### config.mk
export PLATFORM = sky130hd
export DESIGN_NAME = breakout_game_ctrl
export DESIGN_NICKNAME = d
export VERILOG_FILES = /design/src/rtl/breakout_pkg.sv /design/src/rtl/bcd_counter4.sv /design/src/rtl/breakout_game_ctrl.sv
export SDC_FILE = /design/constraint.sdc
export NUM_CORES = 1
export LEC_CHECK = 0
export BUFFER_PORTS_ARGS = -buffer_cell sky130_fd_sc_hd__buf_2
export CORE_UTILIZATION = 45
export DETAILED_ROUTE_END_ITERATION = 12
export PLACE_DENSITY_LB_ADDON = 0.15
export SLEW_MARGIN = 10
export SYNTH_ARGS = -nofsm -noshare
export SYNTH_HDL_FRONTEND = slang
export SYNTH_SLANG_ARGS = --single-unit
export TNS_END_PERCENT = 5
### constraint.sdc
create_clock -name clk -period 7.09 [get_ports clk]
set_clock_uncertainty 0.15 [all_clocks]
set_input_delay 1.418 -clock clk [delete_from_list [all_inputs] [get_ports clk]]
set_output_delay 1.418 -clock clk [all_outputs]
set_load 0.1 [all_outputs]
### src/rtl/breakout_pkg.sv
// Shared constants for the breakout design: game FSM encoding and BCD digit geometry.
package breakout_pkg;

  typedef enum logic [1:0] {
    ST_NEWGAME = 2'b00,
    ST_PLAY    = 2'b01,
    ST_NEWBALL = 2'b10,
    ST_OVER    = 2'b11
  } game_state_e;

  localparam int BCD_W      = 4;
  localparam int BCD_DIGITS = 4;
  localparam logic [BCD_W-1:0] BCD_MAX = 4'd9;

endpackage

### src/rtl/bcd_counter4.sv
// 4-digit BCD incrementer: sync clear, increment enable, saturates at 9999.
module bcd_counter4
  import breakout_pkg::*;
(
  input  logic                        clk,
  input  logic                        rstn,
  input  logic                        clr,
  input  logic                        inc,
  output logic [BCD_DIGITS*BCD_W-1:0] bcd
);

  logic [BCD_DIGITS-1:0] nine;   // digit currently reads 9
  logic [BCD_DIGITS-1:0] carry;  // digit advances this cycle
  logic                  sat;

  assign sat      = &nine;
  assign carry[0] = inc & ~sat;

  for (genvar i = 0; i < BCD_DIGITS; i++) begin : g_dig
    logic [BCD_W-1:0] d_q;

    assign nine[i]                 = (d_q == BCD_MAX);
    assign bcd[i*BCD_W +: BCD_W]   = d_q;

    if (i < BCD_DIGITS-1) begin : g_cy
      assign carry[i+1] = carry[i] & nine[i];
    end

    // Per-digit register; a 9 rolls to 0 and ripples into the next digit.
    always_ff @(posedge clk or negedge rstn) begin
      if (!rstn)          d_q <= '0;
      else if (clr)       d_q <= '0;
      else if (carry[i])  d_q <= nine[i] ? '0 : d_q + 1'b1;
    end
  end

endmodule

### src/rtl/breakout_game_ctrl.sv
// Breakout game-flow controller: newgame/play/newball/over FSM, score, high score, balls.
module breakout_game_ctrl
  import breakout_pkg::*;
#(
  parameter int BALLS        = 3,
  parameter int DELAY_CYCLES = 200_000_000
) (
  input  logic        clk,
  input  logic        rstn,
  input  logic        start_key,
  input  logic        hit,
  input  logic        miss,
  output logic        gra_still,
  output logic        game_reset,
  output logic [1:0]  state,
  output logic [1:0]  balls,
  output logic [15:0] score_bcd,
  output logic [15:0] hi_bcd,
  output logic [31:0] seg_data
);

  localparam int             TW         = (DELAY_CYCLES > 2) ? $clog2(DELAY_CYCLES) : 1;
  localparam logic [TW-1:0]  T_LOAD     = TW'(DELAY_CYCLES - 1);
  localparam logic [1:0]     BALLS_INIT = 2'(BALLS);

  logic        hit_q, miss_q, start_q;
  logic        hit_ev, miss_ev, start_ev;
  game_state_e st_q, st_d;
  logic [TW-1:0] tmr_q, tmr_d;
  logic [1:0]  balls_q, balls_d;
  logic [15:0] hi_q, hi_d;
  logic        grst_q, grst_d;
  logic        sc_clr, sc_inc, start_game;
  logic [15:0] score;

  assign hit_ev   = hit       & ~hit_q;
  assign miss_ev  = miss      & ~miss_q;
  assign start_ev = start_key & ~start_q;

  // Input history for rising-edge detection.
  always_ff @(posedge clk or negedge rstn) begin
    if (!rstn) begin
      hit_q   <= 1'b0;
      miss_q  <= 1'b0;
      start_q <= 1'b0;
    end else begin
      hit_q   <= hit;
      miss_q  <= miss;
      start_q <= start_key;
    end
  end

  bcd_counter4 u_score (
    .clk  (clk),
    .rstn (rstn),
    .clr  (sc_clr),
    .inc  (sc_inc),
    .bcd  (score)
  );

  // Next-state, timer, balls and high-score decisions.
  always_comb begin
    st_d       = st_q;
    tmr_d      = tmr_q;
    balls_d    = balls_q;
    hi_d       = hi_q;
    grst_d     = 1'b0;
    sc_clr     = 1'b0;
    sc_inc     = 1'b0;
    start_game = 1'b0;
    unique case (st_q)
      ST_NEWGAME: start_game = start_ev;
      ST_PLAY: begin
        sc_inc = hit_ev;
        if (miss_ev) begin
          tmr_d = T_LOAD;
          if (balls_q > 2'd1) begin
            balls_d = balls_q - 2'd1;
            st_d    = ST_NEWBALL;
          end else begin
            balls_d = 2'd0;
            st_d    = ST_OVER;
          end
        end
      end
      ST_NEWBALL: begin
        if (tmr_q == '0) st_d  = ST_PLAY;
        else             tmr_d = tmr_q - 1'b1;
      end
      ST_OVER: begin
        // Score is frozen in OVER, so comparing every cycle equals an entry-only
        // update. BCD digits order the same as binary, so unsigned compare works.
        if (score > hi_q) hi_d = score;
        if (tmr_q == '0) start_game = start_ev;
        else             tmr_d      = tmr_q - 1'b1;
      end
      default: st_d = ST_NEWGAME;
    endcase
    if (start_game) begin
      sc_clr  = 1'b1;
      balls_d = BALLS_INIT;
      grst_d  = 1'b1;
      st_d    = ST_PLAY;
    end
  end

  // FSM state and datapath registers.
  always_ff @(posedge clk or negedge rstn) begin
    if (!rstn) begin
      st_q    <= ST_NEWGAME;
      tmr_q   <= '0;
      balls_q <= BALLS_INIT;
      hi_q    <= '0;
      grst_q  <= 1'b0;
    end else begin
      st_q    <= st_d;
      tmr_q   <= tmr_d;
      balls_q <= balls_d;
      hi_q    <= hi_d;
      grst_q  <= grst_d;
    end
  end

  assign gra_still  = (st_q != ST_PLAY);
  assign game_reset = grst_q;
  assign state      = st_q;
  assign balls      = balls_q;
  assign score_bcd  = score;
  assign hi_bcd     = hi_q;
  assign seg_data   = {hi_q, score};

endmodule

==> flow_summary.ini, run 1 <==
[cts]
cts_buffers = 9
cts_setup_buffers = 0
cts_resized = 0
clockBufferDepth = 2
cts_sinks = 68
htree_levels = 3
ctsHoldBuffers = 0
cts_tree = yes
clkSlewWorstSetupHoldPaths_ns = 0.07
clk_latency_ns = 0.35
ctsRootBufferMaster = clkbuf_8

[setup_path]
crit_start = state[1]
crit_slowest_cell = dfrtp_1
path_cells = inv_1 -> ha_1 -> inv_1 -> buf_2
crit_top_cell = inv_1
critPathKind = register to primary output
crit_fanout = 6
r2r-start = tmr_q[0]
start_kind = register
cp_slowest_stage_delay_ns = 0.44
cp_data_arrival_time_ns = 1.66
required_ns = 5.52
endpoint_kind = primary output

[yosys]
async_flop_share_pct = 100
synth_most_common_cell = dfrtp_1
synth_flop_cell = dfrtp_1
ys_warn_count = 0
synth_area_leaders = dfrtp_1, ha_1, buf_4
ys_ff_latch = 68
yosysSeqAreaShare_pct = 40.9
ys_types = 59
synth_top_area_share_pct = 39.6
syn_avg_cell_area_um2 = 10.1
yosysTopAreaCell = dfrtp_1
synth-edff-count = 0
netlist_area_um2 = 4170
syn_nets = 447
netlist_instances = 413
synth_common_cells = dfrtp_1, buf_4, ha_1, inv_1, nor2_1

[floorplanning]
ios = 75
die_w_um = 98.2
start_util_pct = 47.1
die-height_um = 98.2
fp.coreArea_um2 = 8850
die_area_um2 = 9650
fp-row-count = 34

[placement]
dp_hpwl_um = 5970
gp_congestion = 0.744
portBuffers = 74
preCtsSetupSlack_ns = 3.64

[global_route]
globalRouteOverflowTotal = 0
grt.total_usage_pct = 18.9
grt_max_degree = 69
antenna_found_initial = 0
grt_pass1_vias = 2852
grt_pass1_wl_um = 14500

[timing]
final_hold_viol_count = 0
drv_slew = 0
setup_slack_ns = 3.86
slew_headroom_pct = 28.2
fmax_mhz = 309
period_minus_slack_ns = 3.23
final.setup.tns_ns = 0
period_share_pct = 45.6
setup_viol_count_final = 0
rsz0062_at_grt = false
worst_slew_pin_slew_ns = 1.08

[layout]
nNetsFinal = 492
drive_gt1_share_pct = 26.8
insertedDiodeCount = 0
synthToLayoutAreaGrowth_pct = 9.31
fillers = 851

[pwr]
ir_drop_uv = 388
leakagePower_nw = 2.06
p_per_area_nw_per_um2 = 359

[detailed_routing]
drtIter0Drc = 142
drtAntennaViolNets = 0
wl_um = 8520
vias = 3152
drt_first_pass_iters = 10
wl_per_cell_um = 14.9
drc_errors = 3
post_drt_via_cell_ratio = 5.52

[min_path]
min_from = balls[1]
min_path_type = register to register

[job]
maxCapViolCount = 0

[outcome]
violations = DRC
status = finished, violations left
==> final cells by class <==
class / count / area [µm²] / share of cell area, %
clock buffer: 11 / 141 / 3.10
timing repair buffer: 75 / 378 / 8.30
sequential: 68 / 1700 / 37.4
tap: 108 / 135 / 2.97
clock inverter: 5 / 27.5 / 0.604
multi-input combinational: 275 / 2060 / 45.2
inverter: 29 / 109 / 2.39
==> critical path: cells and delay by family, from the launching register on <==
family | cells | cell delay [ns]
fa+ha+maj | 1 | 0.29
buf+inv | 3 | 0.60
flops | 1 | 0.44
==> cell usage in the layout (no fill, tap or decap), drive strengths merged, types with 14 or more instances in the layout <==
cell / n
dfrtp: 66
inv: 29
o21ai: 15
nand2: 15
ha: 29
or4: 16
nand3: 14
buf: 75
a21oi: 23
or3: 14
nor2: 29
==> sequential cells by signal, indices dropped and copies added (netlist names) <==
signal and count:
balls 2, game_reset 1, hi_bcd 16, hit_q 1, miss_q 1, start_q 1, state 2, tmr_q 28
u_score.g_dig.d_q 16
==> metrics by stage <==
stage | hold slack [ns] | std cells | power (W) | utilization (%) | cell area [µm²]
floorplan | 0.332 | 413 | 0.00124 | - | 4170
global placement | 0.343 | 555 | 0.00136 | 49.6 | 4390
detailed placement | 0.344 | 555 | 0.00137 | 49.6 | 4390
CTS | 0.355 | 571 | 0.00165 | 51.5 | 4550
global route | 0.421 | 571 | 0.00173 | 51.5 | 4550
finish | 0.360 | 571 | 0.00164 | 51.5 | 4550
==> cells by family after synthesis <==
| kind of cell | Yosys count | synth area share [%] |
|---|---|---|
| xor+xnor | 10 | 2.10 |
| flops | 68 | 40.9 |
| fa+ha+maj | 29 | 8.71 |
| simple gates | 141 | 19.7 |
| compound gates | 76 | 13.8 |
| buf+inv | 70 | 9.85 |
| mux | 19 | 4.93 |
==> worst paths after layout <==
kind	slack [ns]	cells after the start	end
setup / recovery	3.86	4	gra_still
hold / removal	0.36	2	balls[1]
setup reg to reg	4.12	7	tmr_q[21]
hold reg to reg	0.36	2	balls[1]
max in group asynchronous	5.09	2	tmr_q[25]
min in group asynchronous	1.12	2	game_reset
==> per-layer routing <==
| metal | vias up | global-route usage (%) | part of all wire, % | routed length (µm) |
|---|---|---|---|---|
| li1 | 1563 | - | - | - |
| met1 | 1517 | 27.9 | 52 | 4400 |
| met2 | 63 | 27.6 | 44 | 3720 |
| met3 | 9 | 3.72 | 3.6 | 303 |
| met4 | 0 | 6.20 | 1.2 | 99 |
| met5 | - | 0 | 0 | 0 |
==> report_power, final <==
group	leakage, nW	internal, W	switching (W)	total (W)
sequential	0.821	0.000436	0.0000542	0.000490
combinational	1.15	0.000189	0.000677	0.000866
clock	0.0889	0.000134	0.000146	0.000280
total	2.06	0.000759	0.000877	0.00164
Power figures use the tool's default switching activity.
==> inputs of run 2 (changes only) <==
==> constraint.sdc (replaced) <==
create_clock -name clk -period 2.69 [get_ports clk]
set_clock_uncertainty 0.15 [all_clocks]
set_input_delay 0.538 -clock clk [delete_from_list [all_inputs] [get_ports clk]]
set_output_delay 0.538 -clock clk [all_outputs]
set_load 0.1 [all_outputs]
==> flow_summary.ini, run 2 (same netlist as run 1, synthesis figures left out) <==
[outcome]
status = finished, violations left
violations = DRC

[floorplanning]
ios = 75
die-height_um = 98.2
start_util_pct = 47.1
fp-row-count = 34
fp.coreArea_um2 = 8850
die_area_um2 = 9650
die_w_um = 98.2

[timing]
setup_viol_count_final = 0
period_minus_slack_ns = 2.62
rsz0062_at_grt = true
final.setup.tns_ns = 0
setup_slack_ns = 0.0729
period_share_pct = 97.3
final_hold_viol_count = 0
drv_slew = 0
fmax_mhz = 382
slew_headroom_pct = 61.6
worst_slew_pin_slew_ns = 0.576

[detailed_routing]
drtIter0Drc = 133
vias = 3269
post_drt_via_cell_ratio = 5.55
wl_um = 8840
drc_errors = 7
wl_per_cell_um = 15.0
drtAntennaViolNets = 0
drt_first_pass_iters = 10

[layout]
stdcell_count = 589
synthToLayoutAreaGrowth_pct = 16.5
largest_reg_flops = 28
nNetsFinal = 510
fillers = 800
final_cell_mix = buf_2, dfrtp_1, inv_1, nor2_1, ha_1
insertedDiodeCount = 0
final_common_cell = buf_2
largest_register = tmr_q
drive_gt1_share_pct = 36.6

[global_route]
grt.total_usage_pct = 19.9
grt_pass1_vias = 3129
grt_pass1_wl_um = 15300
grt_max_degree = 47
antenna_found_initial = 0
globalRouteOverflowTotal = 0

[setup_path]
critPathKind = register to register
crit_top_cell = or4_4
crit_fanout = 19
endpoint_kind = register
cp_slowest_stage_delay_ns = 0.57
path_cells = or4_4 -> or4_4 -> o311ai_4 -> buf_12 -> or3_1 -> o211ai_1
cp_data_arrival_time_ns = 2.67
start_kind = register
crit_start = tmr_q[22]
r2r-start = tmr_q[22]
required_ns = 2.75
rr_worst_depth = 6
crit_slowest_cell = or4_4

[pwr]
ir_drop_uv = 984
p_per_area_nw_per_um2 = 964
leakagePower_nw = 2.13
power_w = 0.00468

[cts]
htree_levels = 3
clockBufferDepth = 2
clk_latency_ns = 0.34
ctsHoldBuffers = 0
cts_buffers = 9
cts_tree = yes
cts_sinks = 68
clkSlewWorstSetupHoldPaths_ns = 0.08
ctsRootBufferMaster = clkbuf_8

[placement]
dp_hpwl_um = 6450
gp_congestion = 0.769
portBuffers = 74
dp_cells = 572
preCtsSetupSlack_ns = 0.0596

[min_path]
min_path_type = input pin to async pin

[job]
maxCapViolCount = 0
==> run 2: cell types whose count changed in the layout (fill, tap and decap cells not counted), sizes merged <==
cell and change:
clkbuf +1, buf +18, clkinv -3, bufinv +2
==> run 2: critical path: cells and delay by family, from the launching register on <==
| kind | cells | cell delay (ns) |
|---|---|---|
| AO/OA/AOI/OAI | 2 | 0.46 |
| buffers and inverters | 1 | 0.19 |
| flip-flops | 1 | 0.42 |
| AND/OR/NAND/NOR | 3 | 1.25 |
==> run 2: layout make-up <==
| type | instances | area (µm²) | area share (%) |
|---|---|---|---|
| multi-input combinational | 275 | 2070 | 42.6 |
| sequential | 68 | 1770 | 36.6 |
| timing repair buffer | 93 | 538 | 11.1 |
| clock buffer | 12 | 155 | 3.20 |
| clock inverter | 4 | 72.6 | 1.50 |
| inverter | 29 | 109 | 2.24 |
| tap | 108 | 135 | 2.78 |
==> run 2: repair_timing <==
action,in CTS,in global routing
gates resized for setup,0,1
setup buffers,0,1
endpoints found under the hold margin,0,0
setup endpoints to repair,0,13
==> run 2: path summary, 6_finish.rpt <==
| kind | end | slack (ns) |
|---|---|---|
| worst max-delay path | tmr_q[21] | 0.07 |
| worst min-delay path | hi_bcd[7] | 0.04 |
| worst max register to register | tmr_q[21] | 0.07 |
| worst min register to register | balls[1] | 0.37 |
| max in group asynchronous | balls[1] | 1.66 |
| min in group clk | start_q | 0.17 |
==> run 2: per-stage QoR <==
stage                     util [%]  area (µm²)  hold slack [ns]
after detailed placement      52.1        4610            0.356
final                         54.8        4850           0.0408
after CTS                     54.7        4840           0.0482
after floorplan                  -        4240           0.0924
after global placement        52.1        4610            0.348
after global routing          54.8        4850           0.0608
==> run 2: power by group <==
part           total, W  switching (W)  internal, W
Combinational   0.00242        0.00182     0.000596
Clock          0.000963       0.000391     0.000572
Sequential      0.00130       0.000134      0.00116
==> run 2: routing by layer <==
| layer | vias up | share of wire (%) | track usage (%) |
|---|---|---|---|
| met5 | - | 0 | 0 |
| met4 | 0 | 1.1 | 6.54 |
| met3 | 8 | 3.7 | 4.22 |
| met2 | 65 | 44 | 29.6 |
| met1 | 1596 | 52 | 28.7 |
| li1 | 1600 | - | - |
==> inputs of run 3 (changes only) <==
--- a/config.mk
+++ b/config.mk
@@ -5,7 +5,9 @@
 export SDC_FILE = /design/constraint.sdc
 export NUM_CORES = 1
 export LEC_CHECK = 0
+export ABC_AREA = 1
 export BUFFER_PORTS_ARGS = -buffer_cell sky130_fd_sc_hd__buf_2
+export CORE_MARGIN = 2
 export CORE_UTILIZATION = 45
 export DETAILED_ROUTE_END_ITERATION = 12
 export PLACE_DENSITY_LB_ADDON = 0.15
==> flow_summary.ini, run 3 <==
[outcome]
status = completed

[setup_path]
endpoint_kind = primary output
crit_top_cell = inv_1
path_cells = inv_1 -> ha_1 -> inv_1 -> buf_2
critPathKind = register to primary output
crit_fanout = 5
start_kind = register
cp_data_arrival_time_ns = 1.62
crit_family = buffers and inverters
crit_buf_inv = 3
cp_slowest_stage_delay_ns = 0.46
required_ns = 2.00
crit_slowest_cell = buf_2

[timing]
period_minus_slack_ns = 2.31
final.setup.tns_ns = 0
drv_slew = 0
fmax_mhz = 434
setup_viol_count_final = 0
period_share_pct = 85.7
rsz0062_at_grt = false
slew_headroom_pct = 49.5
final_hold_viol_count = 0
worst_slew_pin_slew_ns = 0.757

[cts]
ctsRootBufferMaster = clkbuf_8
cts_setup_buffers = 0
cts_resized = 0
clkSlewWorstSetupHoldPaths_ns = 0.08
cts_buffers = 9
ctsHoldBuffers = 0
htree_levels = 3
clk_latency_ns = 0.35
clockBufferDepth = 2
cts_tree = yes
cts_sinks = 68

[global_route]
grt_pass1_vias = 3645
grt.total_usage_pct = 19.6
globalRouteOverflowTotal = 0
grt_pass1_wl_um = 17600
grt_max_degree = 36
antenna_found_initial = 0

[detailed_routing]
drc_errors = 0
wl_per_cell_um = 12.8
wl_um = 10300
drtAntennaViolNets = 0
post_drt_via_cell_ratio = 4.96
drtIter0Drc = 177
drt_first_pass_iters = 4
vias = 3993

[floorplanning]
fp.coreArea_um2 = 10200
fp-row-count = 37
ios = 75
die_w_um = 106
die-height_um = 106
start_util_pct = 45.8
die_area_um2 = 11200

[yosys]
synth_top_area_share_pct = 35.4
ys_warn_count = 0
synth_flop_cell = dfrtp_1
syn_avg_cell_area_um2 = 7.57
synth-edff-count = 0
syn_nets = 650
async_flop_share_pct = 100
ys_types = 35
synth_common_cells = nand2_1, nor2_1, nand3_1, dfrtp_1, inv_1
synth_most_common_cell = nand2_1
netlist_instances = 616
synth_area_leaders = dfrtp_1, nand2_1, ha_1
yosysTopAreaCell = dfrtp_1
netlist_area_um2 = 4670
yosysSeqAreaShare_pct = 36.5
ys_ff_latch = 68

[layout]
largest_register = tmr_q
final_cell_mix = nand2_1, buf_2, nor2_1
nNetsFinal = 698
largest_reg_flops = 28
drive_gt1_share_pct = 20.8
final_common_cell = nand2_1
insertedDiodeCount = 0
fillers = 1018
synthToLayoutAreaGrowth_pct = 10.4

[pwr]
p_per_area_nw_per_um2 = 980
leakagePower_nw = 2.84
power_w = 0.00505
ir_drop_uv = 462

[placement]
gp_congestion = 0.850
portBuffers = 74
dp_hpwl_um = 7760

[min_path]
min_path_type = input pin to async pin

[job]
maxCapViolCount = 0
## run 3: cell count changes in the layout (fill, tap and decap cells not counted), moves of 21 or more
cell,previous run,this run
dfrtp_1,32,64
nand2_1,15,170
nor2_1,29,73
dfrtp_2,23,2
nand3_1,14,69
inv_1,29,53
## run 3: cell families after synthesis
group                    count (synthesis)  synth area share [%]
flip-flops                              68                  36.5
adder cells (fa/ha/maj)                 29                  7.78
buffers and inverters                  102                  12.0
AO/OA/AOI/OAI                           44                  5.69
XOR/XNOR                                23                  4.32
AND/OR/NAND/NOR                        350                  33.7
## run 3: area by class of cell
class / count / area, µm² / area share [%]
repair buffers: 82 / 430 / 8.36
clock inverters: 6 / 87.6 / 1.70
inverters: 57 / 214 / 4.15
clock buffers: 10 / 138 / 2.67
multi-input cells: 446 / 2400 / 46.7
flip-flops and latches: 68 / 1710 / 33.1
well taps: 136 / 170 / 3.30
## run 3: final timing paths
check	endpoint	start	slack (ns)	cells past startpoint
worst max register to register	u_score.g_dig[3].d_q[2]	u_score.g_dig[1].d_q[0]	0.48	8
max in group asynchronous	u_score.g_dig[1].d_q[2]	rstn	1.58	2
worst min register to register	balls[1]	balls[1]	0.36	2
min in group clk	hit_q	hit	0.17	1
worst min-delay path	hi_bcd[12]	rstn	0.10	1
worst max-delay path	gra_still	state[1]	0.38	4
## run 3: through the flow
| step | hold slack [ns] | instance area (µm²) | setup slack, ns | cells | utilization (%) |
|---|---|---|---|---|---|
| CTS | 0.124 | 5150 | 0.349 | 805 | 50.6 |
| global route | 0.157 | 5150 | 0.215 | 805 | 50.6 |
| global placement | 0.345 | 4920 | 0.487 | 789 | 48.4 |
| detailed placement | 0.348 | 4920 | 0.467 | 789 | 48.4 |
| finish | 0.101 | 5150 | 0.384 | 805 | 50.6 |
| floorplan | 0.0924 | 4670 | 0.0588 | 616 | - |
## run 3: routing by layer
| layer | GRT usage [%] | part of all wire, % |
|---|---|---|
| met3 | 3.09 | 4.4 |
| met2 | 32.3 | 48 |
| met1 | 25.7 | 46 |
| met4 | 8.18 | 1.4 |
| met5 | 0 | 0 |
## run 3: worst register-to-register path, cell delays in order (launching register included)
cell	delay (ns)
dfrtp_1	0.52
ha_1	0.20
nand2_1	0.05
nor2_1	0.28
nand4_2	0.28
nor2_2	0.31
inv_1	0.15
nand3_1	0.10
nand2_1	0.06
## run 3: report_power, final
part / internal [W] / total, W / switching [W]
sequential: 0.00123 / 0.00147 / 0.000241
clock: 0.000548 / 0.000973 / 0.000425
combinational: 0.000588 / 0.00260 / 0.00201
